===== config.mk =====
export PLATFORM = sky130hd
export DESIGN_NAME = bg_rom_arbiter
export DESIGN_NICKNAME = d
export VERILOG_FILES = /design/src/rtl/bg_rom_arbiter.sv
export SDC_FILE = /design/constraint.sdc
export NUM_CORES = 1
export LEC_CHECK = 0
export CAP_MARGIN = 10
export CORE_MARGIN = 2
export CORE_UTILIZATION = 34
export DETAILED_ROUTE_END_ITERATION = 6
export GPL_TIMING_DRIVEN = 0
export PLACE_DENSITY = 0.76
export REMOVE_ABC_BUFFERS = 1
export SLEW_MARGIN = 20
export SYNTH_ARGS = -nofsm -noshare
export SYNTH_HDL_FRONTEND = slang
export SYNTH_SLANG_ARGS = --single-unit

===== constraint.sdc =====
create_clock -name Clk -period 1.35 [get_ports Clk]
set_input_delay 0.135 -clock Clk [delete_from_list [all_inputs] [get_ports Clk]]
set_output_delay 0.135 -clock Clk [all_outputs]
set_load 0.02 [all_outputs]

===== src/rtl/bg_rom_arbiter.sv =====
// Background/portrait ROM read-port arbiter.
// Two requesters share one ROM read port: disp has priority and aux has anti-starvation.
// The port accepts one read per cycle with a fixed 2-cycle response latency.
// An address range check forces out-of-range reads to return zero and sets a sticky error flag.
module bg_rom_arbiter #(
   parameter int unsigned MAX_DEFER = 4,
   parameter int unsigned BG_DEPTH  = 153600,
   parameter int unsigned P_DEPTH   = 76800
) (
   input  logic        Clk,
   input  logic        Reset_n,
   input  logic        disp_req,
   input  logic [18:0] disp_addr,
   input  logic [1:0]  disp_sel,
   output logic        disp_gnt,
   output logic        disp_valid,
   output logic [4:0]  disp_data,
   input  logic        aux_req,
   input  logic [18:0] aux_addr,
   input  logic [1:0]  aux_sel,
   output logic        aux_gnt,
   output logic        aux_valid,
   output logic [4:0]  aux_data,
   output logic [18:0] rom_addr,
   output logic [1:0]  rom_sel,
   input  logic [4:0]  rom_data,
   input  logic        err_clr,
   output logic        addr_err
);

   typedef enum logic {ST_NORMAL, ST_FORCE} state_t;

   state_t      state;
   logic [3:0]  defer_cnt;
   logic [3:0]  defer_nxt;
   logic        force_nxt;

   logic        g_valid;
   logic        g_owner;   // 1 = aux
   logic [18:0] g_addr;
   logic [1:0]  g_sel;
   logic        g_in_range;
   logic        g_viol;
   logic        g_zero;

   // Two-stage response tag: valid, owner, and force-zero data
   logic        t1_valid, t1_owner, t1_zero;
   logic        t2_valid, t2_owner, t2_zero;

   // Grant decision: FORCE hands the slot to aux; otherwise disp has priority
   always_comb begin
      disp_gnt = 1'b0;
      aux_gnt  = 1'b0;
      if (Reset_n) begin
         if (state == ST_FORCE)
            aux_gnt = aux_req;
         else if (disp_req)
            disp_gnt = 1'b1;
         else if (aux_req)
            aux_gnt = 1'b1;
      end
   end

   // Select the granted request and check its address against the image depth
   always_comb begin
      g_valid = disp_gnt | aux_gnt;
      g_owner = aux_gnt;
      g_addr  = aux_gnt ? aux_addr : disp_addr;
      g_sel   = aux_gnt ? aux_sel  : disp_sel;
      case (g_sel)
         2'd0:    g_in_range = 1'b1;
         2'd1:    g_in_range = 32'(g_addr) < BG_DEPTH;
         default: g_in_range = 32'(g_addr) < P_DEPTH;
      endcase
      g_viol = g_valid & ~g_in_range;
      g_zero = (g_sel == 2'd0) | ~g_in_range;
   end

   // Defer counter next value and the decision to force an aux slot
   always_comb begin
      if (!aux_req || aux_gnt)
         defer_nxt = '0;
      else if (defer_cnt != 4'hF)
         defer_nxt = defer_cnt + 4'd1;
      else
         defer_nxt = defer_cnt;
      force_nxt = aux_req && !aux_gnt && (32'(defer_nxt) >= MAX_DEFER);
   end

   // Arbitration FSM and the anti-starvation counter
   always_ff @(posedge Clk or negedge Reset_n) begin
      if (!Reset_n) begin
         state     <= ST_NORMAL;
         defer_cnt <= '0;
      end else begin
         defer_cnt <= defer_nxt;
         state     <= force_nxt ? ST_FORCE : ST_NORMAL;
      end
   end

   // ROM address/select registers and the response tag pipeline
   always_ff @(posedge Clk or negedge Reset_n) begin
      if (!Reset_n) begin
         rom_addr <= '0;
         rom_sel  <= '0;
         t1_valid <= 1'b0;
         t1_owner <= 1'b0;
         t1_zero  <= 1'b0;
         t2_valid <= 1'b0;
         t2_owner <= 1'b0;
         t2_zero  <= 1'b0;
      end else begin
         rom_addr <= g_addr;
         rom_sel  <= (g_valid && g_in_range) ? g_sel : 2'd0;
         t1_valid <= g_valid;
         t1_owner <= g_owner;
         t1_zero  <= g_zero;
         t2_valid <= t1_valid;
         t2_owner <= t1_owner;
         t2_zero  <= t1_zero;
      end
   end

   // Sticky range-error flag; a new violation wins over a simultaneous clear
   always_ff @(posedge Clk or negedge Reset_n) begin
      if (!Reset_n)
         addr_err <= 1'b0;
      else if (g_viol)
         addr_err <= 1'b1;
      else if (err_clr)
         addr_err <= 1'b0;
   end

   // Steer returned data to the owner; the other requester sees zero
   always_comb begin
      disp_valid = t2_valid & ~t2_owner;
      aux_valid  = t2_valid &  t2_owner;
      disp_data  = (disp_valid && !t2_zero) ? rom_data : '0;
      aux_data   = (aux_valid  && !t2_zero) ? rom_data : '0;
   end

endmodule


==> summary by stage <==
Run status
The flow ran to the end, but the final reports show violations. The final reports fail on setup timing.

Logic synthesis
After synthesis, the cell types taking the most area are sky130_fd_sc_hd__dfrtp_1 55%, sky130_fd_sc_hd__nand2_1 15%, sky130_fd_sc_hd__and2_1 5.0%. The flip-flop and latch count after synthesis is 33. Synthesis instantiated 32 different standard cells from the library. The library cell with the largest summed area after synthesis is sky130_fd_sc_hd__dfrtp_1. The number of warning messages in the yosys log is 0. The share of Yosys cell area claimed by the top area cell type is 55.2%. In this run the cell area of the synthesized design comes to 1500 um^2.

The cell count after synthesis came out at 165. Sequential elements use 55.2% of the synthesized area. After synthesis, the mean cell area works out to approximately 9.1 um^2.

Timing
The worst pin sits at a relative slew slack of 43.5%. The final critical-path setup slack is -0.134 ns. The number of hold-slack violations in the final timing report is 0. The final cycle utilization of the critical path is 110%.

Setup repair after global routing could not meet its margin everywhere. Setup violations remaining at the end of the flow were counted as 16. The maximum frequency from static timing analysis is 674 MHz.

The clock period minus worst slack is approximately 1.5 ns. The clock arrives with slightly below 0.005 ns of skew. The slew at the pin closest to its max-slew limit is 0.848 ns. The final-report max-slew violation count came to 0. After routing, the total negative slack on setup checks comes to -0.946 ns.

Layout
The area taken by multi-input logic gates is ~800 um^2. The finished layout holds 322 standard cells, fillers aside. The final-stage net count is 322. The register area is 826 um^2. The repair_antennas step left the layout with diodes totalling 0. With fillers left out, the area of the finished cells amounts to 2860 um^2.

The share of layout cells above drive strength 1 is 27.0%. Leaving out fill and tap cells, the most frequent cell in the layout is sky130_fd_sc_hd__clkdlybuf4s50_1. The final core utilization is 66.5%.

The area growth from synthesis to layout is 91.0%. Fill cells in the final layout number 363. The top cell types in the final layout, fill and taps aside, are 45 x sky130_fd_sc_hd__clkdlybuf4s50_1, 43 x sky130_fd_sc_hd__nand2_1, 33 x sky130_fd_sc_hd__dfrtp_1.

Floorplanning
In this run the count of I/O pins placed on the die edge is 88. The die is 70.3 um tall. The die footprint is between 4000 and 5000 um^2. Once the floorplan was initialized, standard cells occupied 34.8% of the core. The floorplan core area is 4290 um^2.

The die width is 70.3 um. The floorplan has 24 rows.

Global routing
The number of global-route vias before repair is 1487. Summed over all layers, the global routing overflow is 0. The first-pass GRT wire length is 6980 um.

The number of antenna violations at the first check in global routing is 0. The maximum number of pins on one net before global-route repair is 19. Global routing used a little under a fifth of the available tracks.

Placement
The number of port buffers is slightly below 90. At the end of routability-driven placement, the weighted congestion stood at between 0.8 and 0.9. The post-placement setup slack is -1.56 ns. The number of placed instances, taps included, is 300. The half-perimeter wire length after detailed placement is between 2000 and 3000 um. After detailed placement, the total cell area comes to 2430 um^2.

Critical path
The critical path is of the reg2reg type. Along the worst path, the maximum fanout reaches 3. Data on the critical path is required at its endpoint by between 1.5 and 2 ns.

STA classifies the critical path startpoint as a flip-flop. The worst path arrival time is 1.66 ns. The critical path capture point type is a flip-flop.

Routing
The total wire length after detailed routing is 4770 um. After detailed routing, the number of vias per cell comes to 4.75. The detailed-route via count is 1528. In the final routed layout, each cell accounts on average for 14.8 um.

In this run, the number of DRC markers left after iteration 0 of detailed routing was 31. After detailed routing, the number of remaining DRC violations is 0. The number of detailed-route iterations in the first pass is 4.

The count of nets left with antenna violations once routing finished came out at 0.

Clock network
After clock tree synthesis, the clock-pin slew on the worst setup and hold paths is about 0.070 ns. The number of buffers on the longest clock path is 2. The tree built by TritonCTS fans out to 33 sinks. TritonCTS built the clock tree. The clock buffer count from CTS is 5.

The later-pin clock latency in the skew report is approximately 0.29 ns. The CTS H-tree depth is 2. The buffer type at the clock tree root is sky130_fd_sc_hd__clkbuf_8.

Pwr
The leakage component of the power is 1.51 nW. Power spread over the standard cell area amounts to around 870 nW/um^2. The worst vdd rail ir drop is 474 uV.

Flow run
The tool flagged a number of max-cap violations equal to 0.

Worst hold path
The worst hold path class is in2reg.
-- logic make-up (layout without fill, tap and decap cells) --
kind of cell	count (synthesis)	after routing	synth area share (%)
adders and majority gates	1	1	0.837
xor gates and xnor gates	1	1	0.586
AOI/OAI and AO/OA	20	20	8.95
buffers and inverters	9	113	2.59
and+or+nand+nor	98	99	29.8
DFF	33	33	55.2
muxes	3	3	2.01
-- worst paths after layout --
check | endpoint | slack, ns | startpoint | depth (start not counted)
hold reg to reg | t2_zero | 0.35 | t1_zero | 0
min in group asynchronous | rom_addr[4] | 0.28 | Reset_n | 3
hold / removal | rom_addr[16] | 0.18 | aux_addr[16] | 3
max in group asynchronous | defer_cnt[3] | 0.46 | Reset_n | 2
setup reg to reg | t1_zero | -0.13 | state | 6
setup / recovery | t1_zero | -0.13 | state | 6
-- layer usage --
layer	GRT usage (%)	part of all wire, %	wire (um)	vias to the layer above
met3	4.76	7.1	339	6
met5	0	0	0	-
met4	7.26	2.1	99	0
met1	22.4	41	1930	703
met2	30.2	50	2400	68
li1	-	-	-	751
-- Yosys cell counts (all sizes together) --
cell / n
nand2: 61
dfrtp: 33
and2: 12
nor2: 8
a21oi: 5
inv: 4
nor3: 4
a21o: 3
clkbuf: 3
mux2i: 3
nand3: 3
o21ai: 3
a211o: 2
buf: 2
nor2b: 2
o22ai: 2
or2: 2
or4: 2
a211oi: 1
and3: 1
and3b: 1
ha: 1
nor3b: 1
o211a: 1
o21a: 1
o311ai: 1
o31ai: 1
or3: 1
xnor2: 1
-- power by group --
group | leakage [nW] | switching, W | internal [W]
combinational | 1.06 | 0.000320 | 0.000343
sequential | 0.405 | 0.0000301 | 0.00106
clock | 0.0450 | 0.000360 | 0.000357
-- critical path: stages, from the launching register on --
cell and delay [ns]:
sky130_fd_sc_hd__dfrtp_1 0.39, sky130_fd_sc_hd__nor2b_4 0.14, sky130_fd_sc_hd__or2_4 0.17, sky130_fd_sc_hd__clkinvlp_4 0.13
sky130_fd_sc_hd__buf_6 0.15, sky130_fd_sc_hd__or3_1 0.31, sky130_fd_sc_hd__o311ai_2 0.08
-- per-stage QoR --
stage               hold WS (ns)  total power [W]
CTS                        0.219          0.00245
global route               0.191          0.00258
detailed placement        0.0825          0.00169
finish                     0.185          0.00247
global placement           0.333          0.00167
floorplan                 -0.161          0.00133
-- timing repair --
item / 4_1_cts / 5_1_grt
resized for setup: 111 / 50
buffers inserted: 8 / 1
gates cloned: 3 / 0
setup endpoints to repair: 52 / 67
endpoints found under the hold margin: 33 / 0
hold buffers: 2 / 0
pin swaps: 20 / 18
-- flip-flops by register name (all words and copies together) (netlist names) --
| register | count |
|---|---|
| rom_sel | 2 |
| t1_valid | 1 |
| t1_owner | 1 |
| state | 1 |
| t1_zero | 1 |
| t2_owner | 1 |
| addr_err | 1 |
| t2_valid | 1 |
| t2_zero | 1 |
| rom_addr | 19 |
| defer_cnt | 4 |
-- final cells by class --
| type | instances | share of cell area, % |
|---|---|---|
| Timing Repair Buffer | 99 | 36.5 |
| Sequential cell | 33 | 28.9 |
| Multi-Input combinational cell | 124 | 28.2 |
| Clock buffer | 6 | 2.54 |
| Tap cell | 52 | 2.28 |
| Inverter | 4 | 0.657 |
| Timing Repair inverter | 2 | 0.526 |
| Clock inverter | 2 | 0.351 |
Power figures use the tool's default switching activity.
